<file path="src/rtl/fifo_bundle_writer.sv">
// Serializes fetch bundles of up to BUNDLE entries into the single-write-port
// instruction FIFO, one entry per cycle, lane 0 first, with flush recovery.
module fifo_bundle_writer #(
    parameter int WIDTH  = 32,
    parameter int BUNDLE = 3,
    localparam int CNT_BITS = $clog2(BUNDLE + 1)
) (
    input  logic                      clock,
    input  logic                      reset,
    input  logic                      in_valid,
    input  logic [CNT_BITS-1:0]       in_count,
    input  logic [BUNDLE*WIDTH-1:0]   in_data,
    output logic                      in_ready,
    input  logic                      flush,
    output logic                      fifo_wr_en,
    output logic [WIDTH-1:0]          fifo_wr_data,
    input  logic                      fifo_wr_valid,
    output logic [CNT_BITS-1:0]       pending,
    output logic                      busy
);

    // Handshakes: a bundle moves when in_valid && in_ready (count 0 is a no-op);
    // an entry moves when fifo_wr_en && fifo_wr_valid, and wr_en never waits on wr_valid.

    typedef enum logic {
        IDLE  = 1'b0,
        DRAIN = 1'b1
    } state_t;

    state_t               state;
    logic [WIDTH-1:0]     bundle_q [BUNDLE];
    logic [CNT_BITS-1:0]  idx;
    logic [CNT_BITS-1:0]  cnt;

    logic                 last_write;
    logic                 accept;
    logic [CNT_BITS-1:0]  count_clamped;
    logic [WIDTH-1:0]     lane_data;

    // Illegal counts above BUNDLE are clamped rather than trusted.
    assign count_clamped = (in_count > CNT_BITS'(BUNDLE)) ? CNT_BITS'(BUNDLE) : in_count;

    assign fifo_wr_en = (state == DRAIN) && !flush && !reset;
    assign last_write = (state == DRAIN) && (idx == cnt - CNT_BITS'(1)) && fifo_wr_valid;
    assign in_ready   = !reset && !flush && ((state == IDLE) || last_write);
    assign accept     = in_valid && in_ready && (in_count != '0);

    always_comb begin
        lane_data = '0;
        for (int i = 0; i < BUNDLE; i++) begin
            if (idx == CNT_BITS'(i)) begin
                lane_data = bundle_q[i];
            end
        end
    end

    assign fifo_wr_data = fifo_wr_en ? lane_data : '0;

    // idx <= cnt holds in every state, so this subtraction cannot wrap.
    assign pending = reset ? '0 : (cnt - idx);
    assign busy    = (pending != '0);

    always_ff @(posedge clock) begin
        if (reset) begin
            state <= IDLE;
            idx   <= '0;
            cnt   <= '0;
            for (int i = 0; i < BUNDLE; i++) begin
                bundle_q[i] <= '0;
            end
        end else if (flush) begin
            state <= IDLE;
            idx   <= '0;
            cnt   <= '0;
        end else if (accept) begin
            // Overrides the final write's increment so bundles flow without a bubble.
            state <= DRAIN;
            idx   <= '0;
            cnt   <= count_clamped;
            for (int i = 0; i < BUNDLE; i++) begin
                bundle_q[i] <= in_data[i*WIDTH +: WIDTH];
            end
        end else if ((state == DRAIN) && fifo_wr_valid) begin
            if (last_write) begin
                state <= IDLE;
                idx   <= '0;
                cnt   <= '0;
            end else begin
                idx <= idx + CNT_BITS'(1);
            end
        end
    end

endmodule

</file>
<file path="config.mk">
export PLATFORM = sky130hd
export DESIGN_NAME = fifo_bundle_writer
export DESIGN_NICKNAME = d
export VERILOG_FILES = /design/src/rtl/fifo_bundle_writer.sv
export SDC_FILE = /design/constraint.sdc
export NUM_CORES = 1
export LEC_CHECK = 0
export ABC_AREA = 1
export BUFFER_PORTS_ARGS = -buffer_cell sky130_fd_sc_hd__buf_4
export CORE_MARGIN = 2
export CORE_UTILIZATION = 47
export DETAILED_ROUTE_END_ITERATION = 6
export MAX_ROUTING_LAYER = met4
export PLACE_DENSITY = 0.8
export SLEW_MARGIN = 0
export SYNTH_ARGS = -nofsm -noshare
export SYNTH_HDL_FRONTEND = slang
export SYNTH_SLANG_ARGS = --single-unit
</file>
<file path="constraint.sdc">
create_clock -name clock -period 3.7 [get_ports clock]
set_input_delay 0.555 -clock clock [delete_from_list [all_inputs] [get_ports clock]]
set_output_delay 0.555 -clock clock [all_outputs]
set_load 0.05 [all_outputs]
</file>
==> results.tsv <==
stage	metric	value	unit
status	status	finished clean	
cells_and_area	most frequent cells in the layout	buf_4, inv_1, nor2_1	
floorplan	chip width	104	um
pwr	VDD IR max	0.000234	V
floorplan	core box area	9770	sq um
cells_and_area	commonest non-fill, non-tap cell in the layout	buf_4	
timing	worst-margin pin slew	0.960	ns
critical_path	cell family with most CP delay	simple AND/OR/NAND/NOR gates	
run	max_cap viols	0	
timing	WHS	0.491	ns
critical_path	Top cell by count, worst path	buf_4	
global_routing	GRT Resource Usage Total	21.2	%
placement	pre-CTS setup slack	0.731	ns
global_routing	initial antenna violation count	0	
synth	Synthesis Warnings	0	
critical_path	CP max stage cell	nor2_2	
synth	register area share after synthesis	63.2	%
clock_network	clock buffer depth	2	
synth	largest area contributor in the netlist	edfxtp_1	
critical_path	CP Depth	7	
timing	Slew Viols, Final	0	
pwr	Clock power frac	32.0	%
synth	Post-Syn Area per Cell	9.33	sq um
cells_and_area	Non-Filler Instances	774	
synth	Syn Inst Count	506	
routing	ANT nets after route	0	
placement	DP Cell Count	758	
cells_and_area	share of cells above drive strength 1	26.2	%
worst_hold_path	Hold Crit Class	input pin to flop	
timing	Clock Skew	0.0107	ns
routing	drt drc	0	
floorplan	die area	10900	sq um
pwr	NetSw	0.000513	W
clock_network	setup bufs post-CTS	0	
critical_path	R2R setup slack	1.21	ns
pwr	Cell Int Power	0.00182	W
timing	Setup TNS	0	ns
clock_network	total clock sinks	101	
timing	Final setup viols	0	
pwr	Switching Share	22.0	%
synth	Synth top area share	61.0	%
floorplan	Initial Util	48.3	%
timing	Rel. slew slack	36.0	%
synth	Mapped Area	4720	sq um
timing	min Tclk post-route	3.00	ns
routing	Vias/cell	4.85	
clock_network	Post-CTS Resized	0	
routing	wire length per cell	14.2	um
timing	final worst path period share	81.1	%
clock_network	TritonCTS clock tree	built	
critical_path	Critical R2R Launch	cnt[0]	
timing	RSZ-0062 raised after global routing	no	
placement	port bufs	139	
critical_path	Crit Path Class	input pin to primary output	
routing	Iter 0 DRT Violations	228	
floorplan	FP Rows	36	
clock_network	CTS Hold Bufs	0	
clock_network	clk slew on worst S/H paths	0.10	ns
critical_path	CP Cell Sequence	buf_4, or2_2, nor2_2, buf_4, o21ai_0, a21oi_1, buf_4	
synth	Cell variety after synth	21	
cells_and_area	n_diodes	0	
clock_network	CTS root buf	clkbuf_8	
global_routing	vias in the first global route	3850	
critical_path	reg2reg end	bundle_q[0][9]	
synth	top post-synthesis cells by area	edfxtp_1, inv_1, nor2_1, a21oi_1, nand2_1	
critical_path	worst-path fanout max	16	
critical_path	CP Capture Type	primary output	
timing	fmax	0.333	GHz
routing	drt first pass iters	4	
floorplan	Chip Height	104	um
placement	Final Wtd Congestion	0.862	
routing	WL final	11000	um
critical_path	Worst path max stage delay	0.56	ns
pwr	power density over cell area	382	nW/um^2
routing	Vias	3755	
global_routing	first-pass GRT wire length	17800	um
pwr	sequential power share	58.3	%
synth	Yosys reg bits	101	
cells_and_area	Syn-to-layout area delta	29.5	%
timing	Setup WS post-layout	0.698	ns
floorplan	total I/O pin count	140	
synth	syn nets	613	
global_routing	grt ovf	0	
clock_network	H-tree levels	3	
global_routing	largest net degree at the start of global routing	98	
critical_path	Worst setup endpoint	fifo_wr_data[30]	
pwr	Design Power	0.00233	W
pwr	Comb pwr share	9.7	%
critical_path	Critical path buffers and inverters	3	
critical_path	Setup crit start	reset	
clock_network	latest clock arrival within the worst-skew pair	0.35	ns
cells_and_area	nets	743	
critical_path	Critical Path RT	3.14	ns
timing	Final Hold Fails	0	
pwr	leakage power	2.90	nW
critical_path	startpoint types	input pin	
clock_network	Num CTS Buffers	9	
critical_path	reg2reg path depth	8	
critical_path	Worst EP arrival	2.45	ns
placement	hpwl dp	7480	um
## synth_stat cells
master	n
inv_1	109
nor2_1	105
edfxtp_1	96
a21oi_1	67
nand2_1	47
o21ai_0	34
clkbuf_1	17
buf_1	5
dfxtp_1	5
ha_1	4
buf_2	3
buf_6	3
nand3_1	2
nand4_1	2
a21oi_2	1
a31oi_1	1
nand2_2	1
nand3_2	1
o22ai_1	1
o31ai_1	1
or2_2	1
## worst min-delay path by stage
stage	depth (start not counted)	slack (ns)	end	from
2_1_floorplan	2	0.45	cnt[0]	cnt[0]
3_3_place_gp	2	0.48	cnt[0]	cnt[0]
3_5_place_dp	2	0.49	cnt[0]	cnt[0]
4_1_cts	3	0.48	bundle_q[0][51]	in_data[51]
5_1_grt	3	0.48	bundle_q[0][45]	in_data[45]
6_report	3	0.49	bundle_q[0][51]	in_data[51]
## worst reg2reg max path, cell delays in order, from the launching register on
cell     delay [ns]
dfxtp_1        0.36
inv_1          0.07
ha_1           0.31
nor2_1         0.16
nand3_2        0.15
a21oi_2        0.22
nand2_4        0.08
nand2_4        0.50
buf_4          0.36
## cells by family (layout without fill, tap and decap cells)
logic type / Yosys count / after routing / share of synthesized area [%]
AOI/OAI and AO/OA: 105 / 105 / 11.3
adders and majority gates: 4 / 4 / 1.06
buffers and inverters: 137 / 272 / 11.4
DFF: 101 / 101 / 63.2
and+or+nand+nor: 159 / 159 / 13.0
## flip-flops by register name, indices dropped and copies added, names as in the netlist
| name | flops |
|---|---|
| bundle_q | 96 |
| cnt | 2 |
| state | 1 |
| idx | 2 |
## metal layers
| layer | up-vias | share of wire [%] | global-route usage [%] |
|---|---|---|---|
| li1 | 1861 | - | - |
| met1 | 1736 | 41 | 25.1 |
| met2 | 147 | 51 | 36.7 |
| met3 | 11 | 7.5 | 4.57 |
| met4 | 0 | 0.92 | 5.50 |
| met5 | - | 0 | - |
## cell type report
type	instances	area, sq um
Timing Repair Buffer	147	1130
Tap cell	133	166
Clock buffer	9	124
Fill cell	809	3660
Inverter	109	409
Multi-Input combinational cell	268	1220
Clock inverter	7	90.1
Sequential cell	101	2980
## metrics by stage
stage          util, %  instance area, sq um
3_3_place_gp      60.4                  5900
6_report          62.6                  6120
2_1_floorplan        -                  4730
4_1_cts           62.6                  6120
3_5_place_dp      60.4                  5900
5_1_grt           62.6                  6120
## power by group through the flow
stage                     registers (W)  logic, W  clock network (W)
after floorplan                 0.00138  0.000107                  0
after global placement          0.00138  0.000223                  0
after detailed placement        0.00139  0.000228                  0
after CTS                       0.00136  0.000229           0.000760
after global routing            0.00137  0.000250           0.000803
final                           0.00136  0.000227           0.000746
Power figures use the tool's default switching activity.
